[src/rtl/cdb_arbiter_pkg.sv]
// Shared defaults, functional-unit indices and the broadcast bus type for the CDB arbiter.
package cdb_pkg;

    localparam int unsigned CDB_DATA_WIDTH = 32;
    localparam int unsigned CDB_TAG_WIDTH  = 7;
    localparam int unsigned CDB_NUM_REQ    = 4;

    localparam int unsigned UNIT_ALU = 0;
    localparam int unsigned UNIT_MUL = 1;
    localparam int unsigned UNIT_DIV = 2;
    localparam int unsigned UNIT_LSU = 3;

    typedef struct packed {
        logic                      valid;
        logic [CDB_TAG_WIDTH-1:0]  tag;
        logic [CDB_DATA_WIDTH-1:0] data;
        logic                      branch;
        logic                      branch_taken;
    } cdb_bus_t;

endpackage

[src/rtl/cdb_arbiter_rr_arbiter.sv]
// Request arbiter for the CDB: round-robin with a one-hot pointer when CDB_ROUND_ROBIN_EN
// is defined, otherwise fixed priority with the lowest index winning. Requires N >= 2.
module rr_arbiter #(
    parameter int unsigned N = 4
) (
    input  logic         clk,
    input  logic         reset,
    input  logic         en,
    input  logic [N-1:0] req,
    output logic [N-1:0] grant
);

    localparam logic [N-1:0] ONE = N'(1);

`ifdef CDB_ROUND_ROBIN_EN
    logic [N-1:0] ptr;
    logic [N-1:0] req_hi;
    logic [N-1:0] grant_hi;
    logic [N-1:0] grant_lo;

    // Requests at or above the pointer take precedence; otherwise wrap to the lowest index.
    always_comb begin
        req_hi   = req & ~(ptr - ONE);
        grant_hi = req_hi & (~req_hi + ONE);
        grant_lo = req & (~req + ONE);
        grant    = '0;
        if (en) begin
            grant = (req_hi != '0) ? grant_hi : grant_lo;
        end
    end

    // grant is already zero under reset or flush, so the pointer holds then.
    always_ff @(posedge clk) begin
        if (reset) begin
            ptr <= ONE;
        end else if (grant != '0) begin
            ptr <= {grant[N-2:0], grant[N-1]};
        end
    end
`else
    logic unused_ok;
    assign unused_ok = ^{clk, reset};

    always_comb begin
        grant = '0;
        if (en) begin
            grant = req & (~req + ONE);
        end
    end
`endif

endmodule

[src/rtl/cdb_arbiter.sv]
// Common data bus arbiter: picks one functional-unit result per cycle and broadcasts it
// one cycle later. Define CDB_ROUND_ROBIN_EN for round-robin, else fixed priority.
module cdb_arbiter
    import cdb_pkg::*;
#(
    parameter int unsigned DATA_WIDTH = CDB_DATA_WIDTH,
    parameter int unsigned TAG_WIDTH  = CDB_TAG_WIDTH,
    parameter int unsigned NUM_REQ    = CDB_NUM_REQ
) (
    input  logic                          clk,
    input  logic                          reset,
    input  logic                          flush,
    input  logic [NUM_REQ-1:0]            req,
    input  logic [NUM_REQ*TAG_WIDTH-1:0]  req_tag,
    input  logic [NUM_REQ*DATA_WIDTH-1:0] req_data,
    input  logic [NUM_REQ-1:0]            req_branch,
    input  logic [NUM_REQ-1:0]            req_branch_taken,
    output logic [NUM_REQ-1:0]            grant,
    output logic                          CDB_valid,
    output logic [TAG_WIDTH-1:0]          CDB_tag,
    output logic [DATA_WIDTH-1:0]         CDB_data,
    output logic                          CDB_branch,
    output logic                          CDB_branch_taken
);

    logic                  en;
    logic [TAG_WIDTH-1:0]  sel_tag;
    logic [DATA_WIDTH-1:0] sel_data;
    logic                  sel_branch;
    logic                  sel_taken;

    assign en = ~reset & ~flush;

    rr_arbiter #(.N(NUM_REQ)) u_arb (
        .clk   (clk),
        .reset (reset),
        .en    (en),
        .req   (req),
        .grant (grant)
    );

    // grant is one-hot or zero, so an AND-OR mux is sufficient.
    always_comb begin
        sel_tag    = '0;
        sel_data   = '0;
        sel_branch = 1'b0;
        sel_taken  = 1'b0;
        for (int unsigned i = 0; i < NUM_REQ; i++) begin
            if (grant[i]) begin
                sel_tag    = sel_tag    | req_tag[i*TAG_WIDTH +: TAG_WIDTH];
                sel_data   = sel_data   | req_data[i*DATA_WIDTH +: DATA_WIDTH];
                sel_branch = sel_branch | req_branch[i];
                sel_taken  = sel_taken  | req_branch_taken[i];
            end
        end
    end

    always_ff @(posedge clk) begin
        if (reset) begin
            CDB_valid        <= 1'b0;
            CDB_tag          <= '0;
            CDB_data         <= '0;
            CDB_branch       <= 1'b0;
            CDB_branch_taken <= 1'b0;
        end else if (grant != '0) begin
            CDB_valid        <= 1'b1;
            CDB_tag          <= sel_tag;
            CDB_data         <= sel_data;
            CDB_branch       <= sel_branch;
            CDB_branch_taken <= sel_taken;
        end else begin
            CDB_valid        <= 1'b0;
            CDB_branch       <= 1'b0;
            CDB_branch_taken <= 1'b0;
        end
    end

endmodule

[config.mk]
export PLATFORM = sky130hd
export DESIGN_NAME = cdb_arbiter
export DESIGN_NICKNAME = d
export VERILOG_FILES = /design/src/rtl/cdb_arbiter_pkg.sv /design/src/rtl/cdb_arbiter_rr_arbiter.sv /design/src/rtl/cdb_arbiter.sv
export SDC_FILE = /design/constraint.sdc
export NUM_CORES = 1
export LEC_CHECK = 0
export BUFFER_PORTS_ARGS = -buffer_cell sky130_fd_sc_hd__buf_2
export CORE_ASPECT_RATIO = 1.2
export CORE_MARGIN = 5
export CORE_UTILIZATION = 34
export CTS_BUF_LIST = sky130_fd_sc_hd__clkbuf_16
export DETAILED_ROUTE_END_ITERATION = 10
export MAX_ROUTING_LAYER = met4
export PLACE_DENSITY = 0.78
export SYNTH_ARGS = -nofsm -noshare
export SYNTH_HDL_FRONTEND = slang
export SYNTH_SLANG_ARGS = --single-unit
[constraint.sdc]
create_clock -name clk -period 1.55 [get_ports clk]
set_clock_uncertainty 0.15 [all_clocks]
set_input_delay 0.0775 -clock clk [delete_from_list [all_inputs] [get_ports clk]]
set_output_delay 0.0775 -clock clk [all_outputs]
set_load 0.02 [all_outputs]
==> impl_metrics.csv <==
group,metric,value,unit
run_status,status,"finished, final reports clean",
logic_synthesis,ys_async_sr_fraction,0,
logic_synthesis,synth_top_family_by_area,"compound AO/OA/AOI/OAI gates",
logic_synthesis,synth-xor-area-share,0,
logic_synthesis,yosysUniqueCellTypes,24,
drt,wire_per_inst,17.9,um
place,gp_congestion,0.883,
cts,clockBufferDepth,2,
power,combPwrFrac,0.324,
power,ir_drop,512,uV
cts,clkLatencyLatePin,0.28,ns
logic_synthesis,synthSimpleGateAreaFrac,0.197,
final_layout,fin_area,0.00458,sq mm
drt,routed_wirelength,12.1,mm
worst_setup_path,cp-end-kind,"output pin",
place,placed_cell_area,0.00363,sq mm
cts,cts.clk_slew.worst_paths,0.06,ns
drt,antenna_left,0,
timing,holdWs,0.00245,ns
logic_synthesis,synth-seq-area-share,0.356,
logic_synthesis,syn_inst,285,
global_routing,antenna_found_initial,0,
timing,drv_slew,0,
timing,slew_headroom,0.778,
floorplan,fp.coreArea,0.00681,sq mm
worst_setup_path,crit_required,1.32,ns
worst_setup_path,cp_common_cell,"buf_2",
logic_synthesis,synth.ff_latch_count,42,
logic_synthesis,synth_area_leaders,"dfxtp_1 (36%), a32oi_1 (14%), a22oi_1 (13%)",
final_layout,nets,754,
timing,post-route-period-util,0.921,
worst_setup_path,crit_path_max_incr_delay,0.33,ns
power,p_leak,2.13,nW
global_routing,grtUsageTotal,0.277,
logic_synthesis,synth_top_area_cell,"dfxtp_1",
worst_setup_path,crit_buf_inv,3,
cts,root_buffer,"clkbuf_16",
global_routing,grt_max_degree,33,
hold_path,hold_path_class,"primary input to register",
worst_setup_path,cp.arrival,1.20,ns
logic_synthesis,synth_top_area_share,0.356,
global_routing,grt_pass1_vias,3975,
worst_setup_path,crit_type,"primary input to output pin",
place,hpwl,7.92,mm
logic_synthesis,yosys-mux-area-fraction,0,
drt,routed-via-count,3675,
timing,max_freq,700,MHz
global_routing,grt_first_pass_wirelength,18.5,mm
floorplan,die_w,86.1,um
logic_synthesis,yosysMostFrequentCell,"dfxtp_1",
logic_synthesis,syn_nets,456,
drt,drtIter0Drc,188,
cts,cts_made_buffers,5,
logic_synthesis,syn_area,0.00236,sq mm
worst_setup_path,path_cells,"buf_2 -> or2_4 -> nor4b_4 -> buf_4 -> buf_2",
final_layout,fillers,543,
place,port_buffers,216,
final_layout,drive_above_1_share,0.432,
logic_synthesis,yosysWarnings,0,
logic_synthesis,synth_flop_cell,"dfxtp_1",
final_layout,syn2layout_area_growth,93.8,%
floorplan,ios,217,
final_layout,seq_area,841,sq um
timing,tns,0,ns
cts,cts_tree,"built",
worst_setup_path,crit_fanout,7,
power,p_switching,0.979,mW
cts,cts_setup_buffers,0,
power,switching_share,0.298,
logic_synthesis,yosys-top-cells-count,"dfxtp_1 (42), a22oi_1 (40), o21ai_1 (39)",
logic_synthesis,synth_fa_ha_area_frac,0,
floorplan,dieArea,0.00872,sq mm
timing,rsz0062_at_grt,"no",
power,power_frac_seq,0.381,
power,p_int,2.31,mW
floorplan,placementRows,33,
timing,min_period,1.43,ns
timing,worst_slew_pin_slew,0.332,ns
worst_setup_path,crit_path_top_delay_cell,"nor4b_4",
floorplan,die_height,101,um
power,powerDensity,719,mW/mm^2
logic_synthesis,synth_edf_count,0,
drt,dr.pass1.iters,5,
cts,cts-resized-gates,0,
drt,vias_per_cell,5.46,
global_routing,overflow,0,
worst_setup_path,startpoint_type,"primary input",
cts,clock_sinks,42,
logic_synthesis,syn_area_per_cell,8.29,sq um
cts,htree_levels,2,
power,power_frac_clock,0.295,
timing,setup_viol_count_final,0,
timing,finalHoldViolCount,0,
logic_synthesis,synth_compound_area_frac,0.376,
drt,route.detailed.drc,0,
final_layout,multi_input_area,0.00138,sq mm
flow_run,drv_cap,0,
floorplan,start_util,0.347,
worst_setup_path,cp_top_family,"simple AND/OR/NAND/NOR gates",
## worst min-delay path: stages
cell and delay, ns:
buf_2 0.08, o21ai_1 0.06, a32oi_1 0.17
## path summary, 6_finish.rpt
path / end / cells after the start / start / slack, ns
worst min register to register: CDB_data[17]$_SDFFE_PP0P_ / 2 / CDB_data[17]$_SDFFE_PP0P_ / 0.31
worst max register to register: CDB_data[30]$_SDFFE_PP0P_ / 2 / CDB_data[30]$_SDFFE_PP0P_ / 0.75
worst max-delay path: grant[2] / 5 / req[1] / 0.12
worst min-delay path: CDB_data[7]$_SDFFE_PP0P_ / 3 / req_data[103] / 0.002
## layout make-up
class	count	share of cell area
diodes	3	0.00164
clock buffers	5	0.0273
inverters	2	0.00164
multi-input cells	210	0.301
flip-flops and latches	42	0.184
repair buffers	322	0.460
well taps	87	0.0238
clock inverters	2	0.00164
## cell families (layout without fill, tap and decap cells)
group / count (synthesis) / in the layout
flops: 42 / 42
buf+inv: 33 / 331
simple gates: 86 / 86
other cells: 0 / 3
compound gates: 124 / 124
## cell usage in the layout (no fill, tap or decap)
cell type      netlist  final
o21ai_2              0      1
or3b_1               1      1
a32oi_1             38     38
and2_1               2      2
buf_4                0     23
nor3_1               2      2
dfxtp_1             42     42
buf_2                7    216
a32o_1               1      1
o21ai_1             39     38
nor2b_4              0      1
a21oi_1              1      1
o31ai_4              0      1
nand2_1             38     38
nor3_2               1      1
or2_4                1      1
buf_12               0      2
diode_2              0      3
a221o_1              2      2
nand2b_1            38     38
inv_1                2      4
nor2_1               1      1
a221oi_1             1      1
clkbuf_16            0      5
dlygate4sd3_1        0     81
a22oi_1             40     40
a21boi_1             1      1
nor4b_4              1      1
## routing by layer
layer  part of all wire  vias to the layer above  GRT usage
met2               0.52                      251      0.497
met4              0.051                        0      0.164
met1               0.34                     1676      0.275
met3              0.090                       61     0.0537
met5                  0                        -          -
li1                   -                     1687          -
## registers in the layout (all words and copies together) (netlist names)
| name | count |
|---|---|
| CDB_branch | 1 |
| CDB_branch_taken | 1 |
| CDB_data | 32 |
| CDB_valid | 1 |
| CDB_tag | 7 |
## stage by stage
stage	instances	util	power [mW]	setup WS (ns)
2_1_floorplan	285	-	1.70	0.0206
3_3_place_gp	582	0.532	2.14	0.0529
3_5_place_dp	582	0.532	2.16	-0.0243
4_1_cts	670	0.671	3.29	0.113
5_1_grt	670	0.671	3.45	0.0705
6_report	673	0.672	3.29	0.122
## power groups by stage
| stage | Clock (mW) | Sequential (mW) | Combinational (mW) |
|---|---|---|---|
| after floorplan | 0 | 1.41 | 0.294 |
| after global placement | 0 | 1.27 | 0.867 |
| after detailed placement | 0 | 1.27 | 0.884 |
| after CTS | 0.993 | 1.25 | 1.05 |
| after global routing | 1.04 | 1.27 | 1.14 |
| final | 0.970 | 1.26 | 1.07 |
## repair_timing
| action | 4_1_cts | 5_1_grt |
|---|---|---|
| endpoints found under the setup margin | 0 | 0 |
| hold buffers | 81 | 0 |
| hold endpoints to repair | 41 | 0 |
No activity file was read; power rests on OpenSTA's default activity.
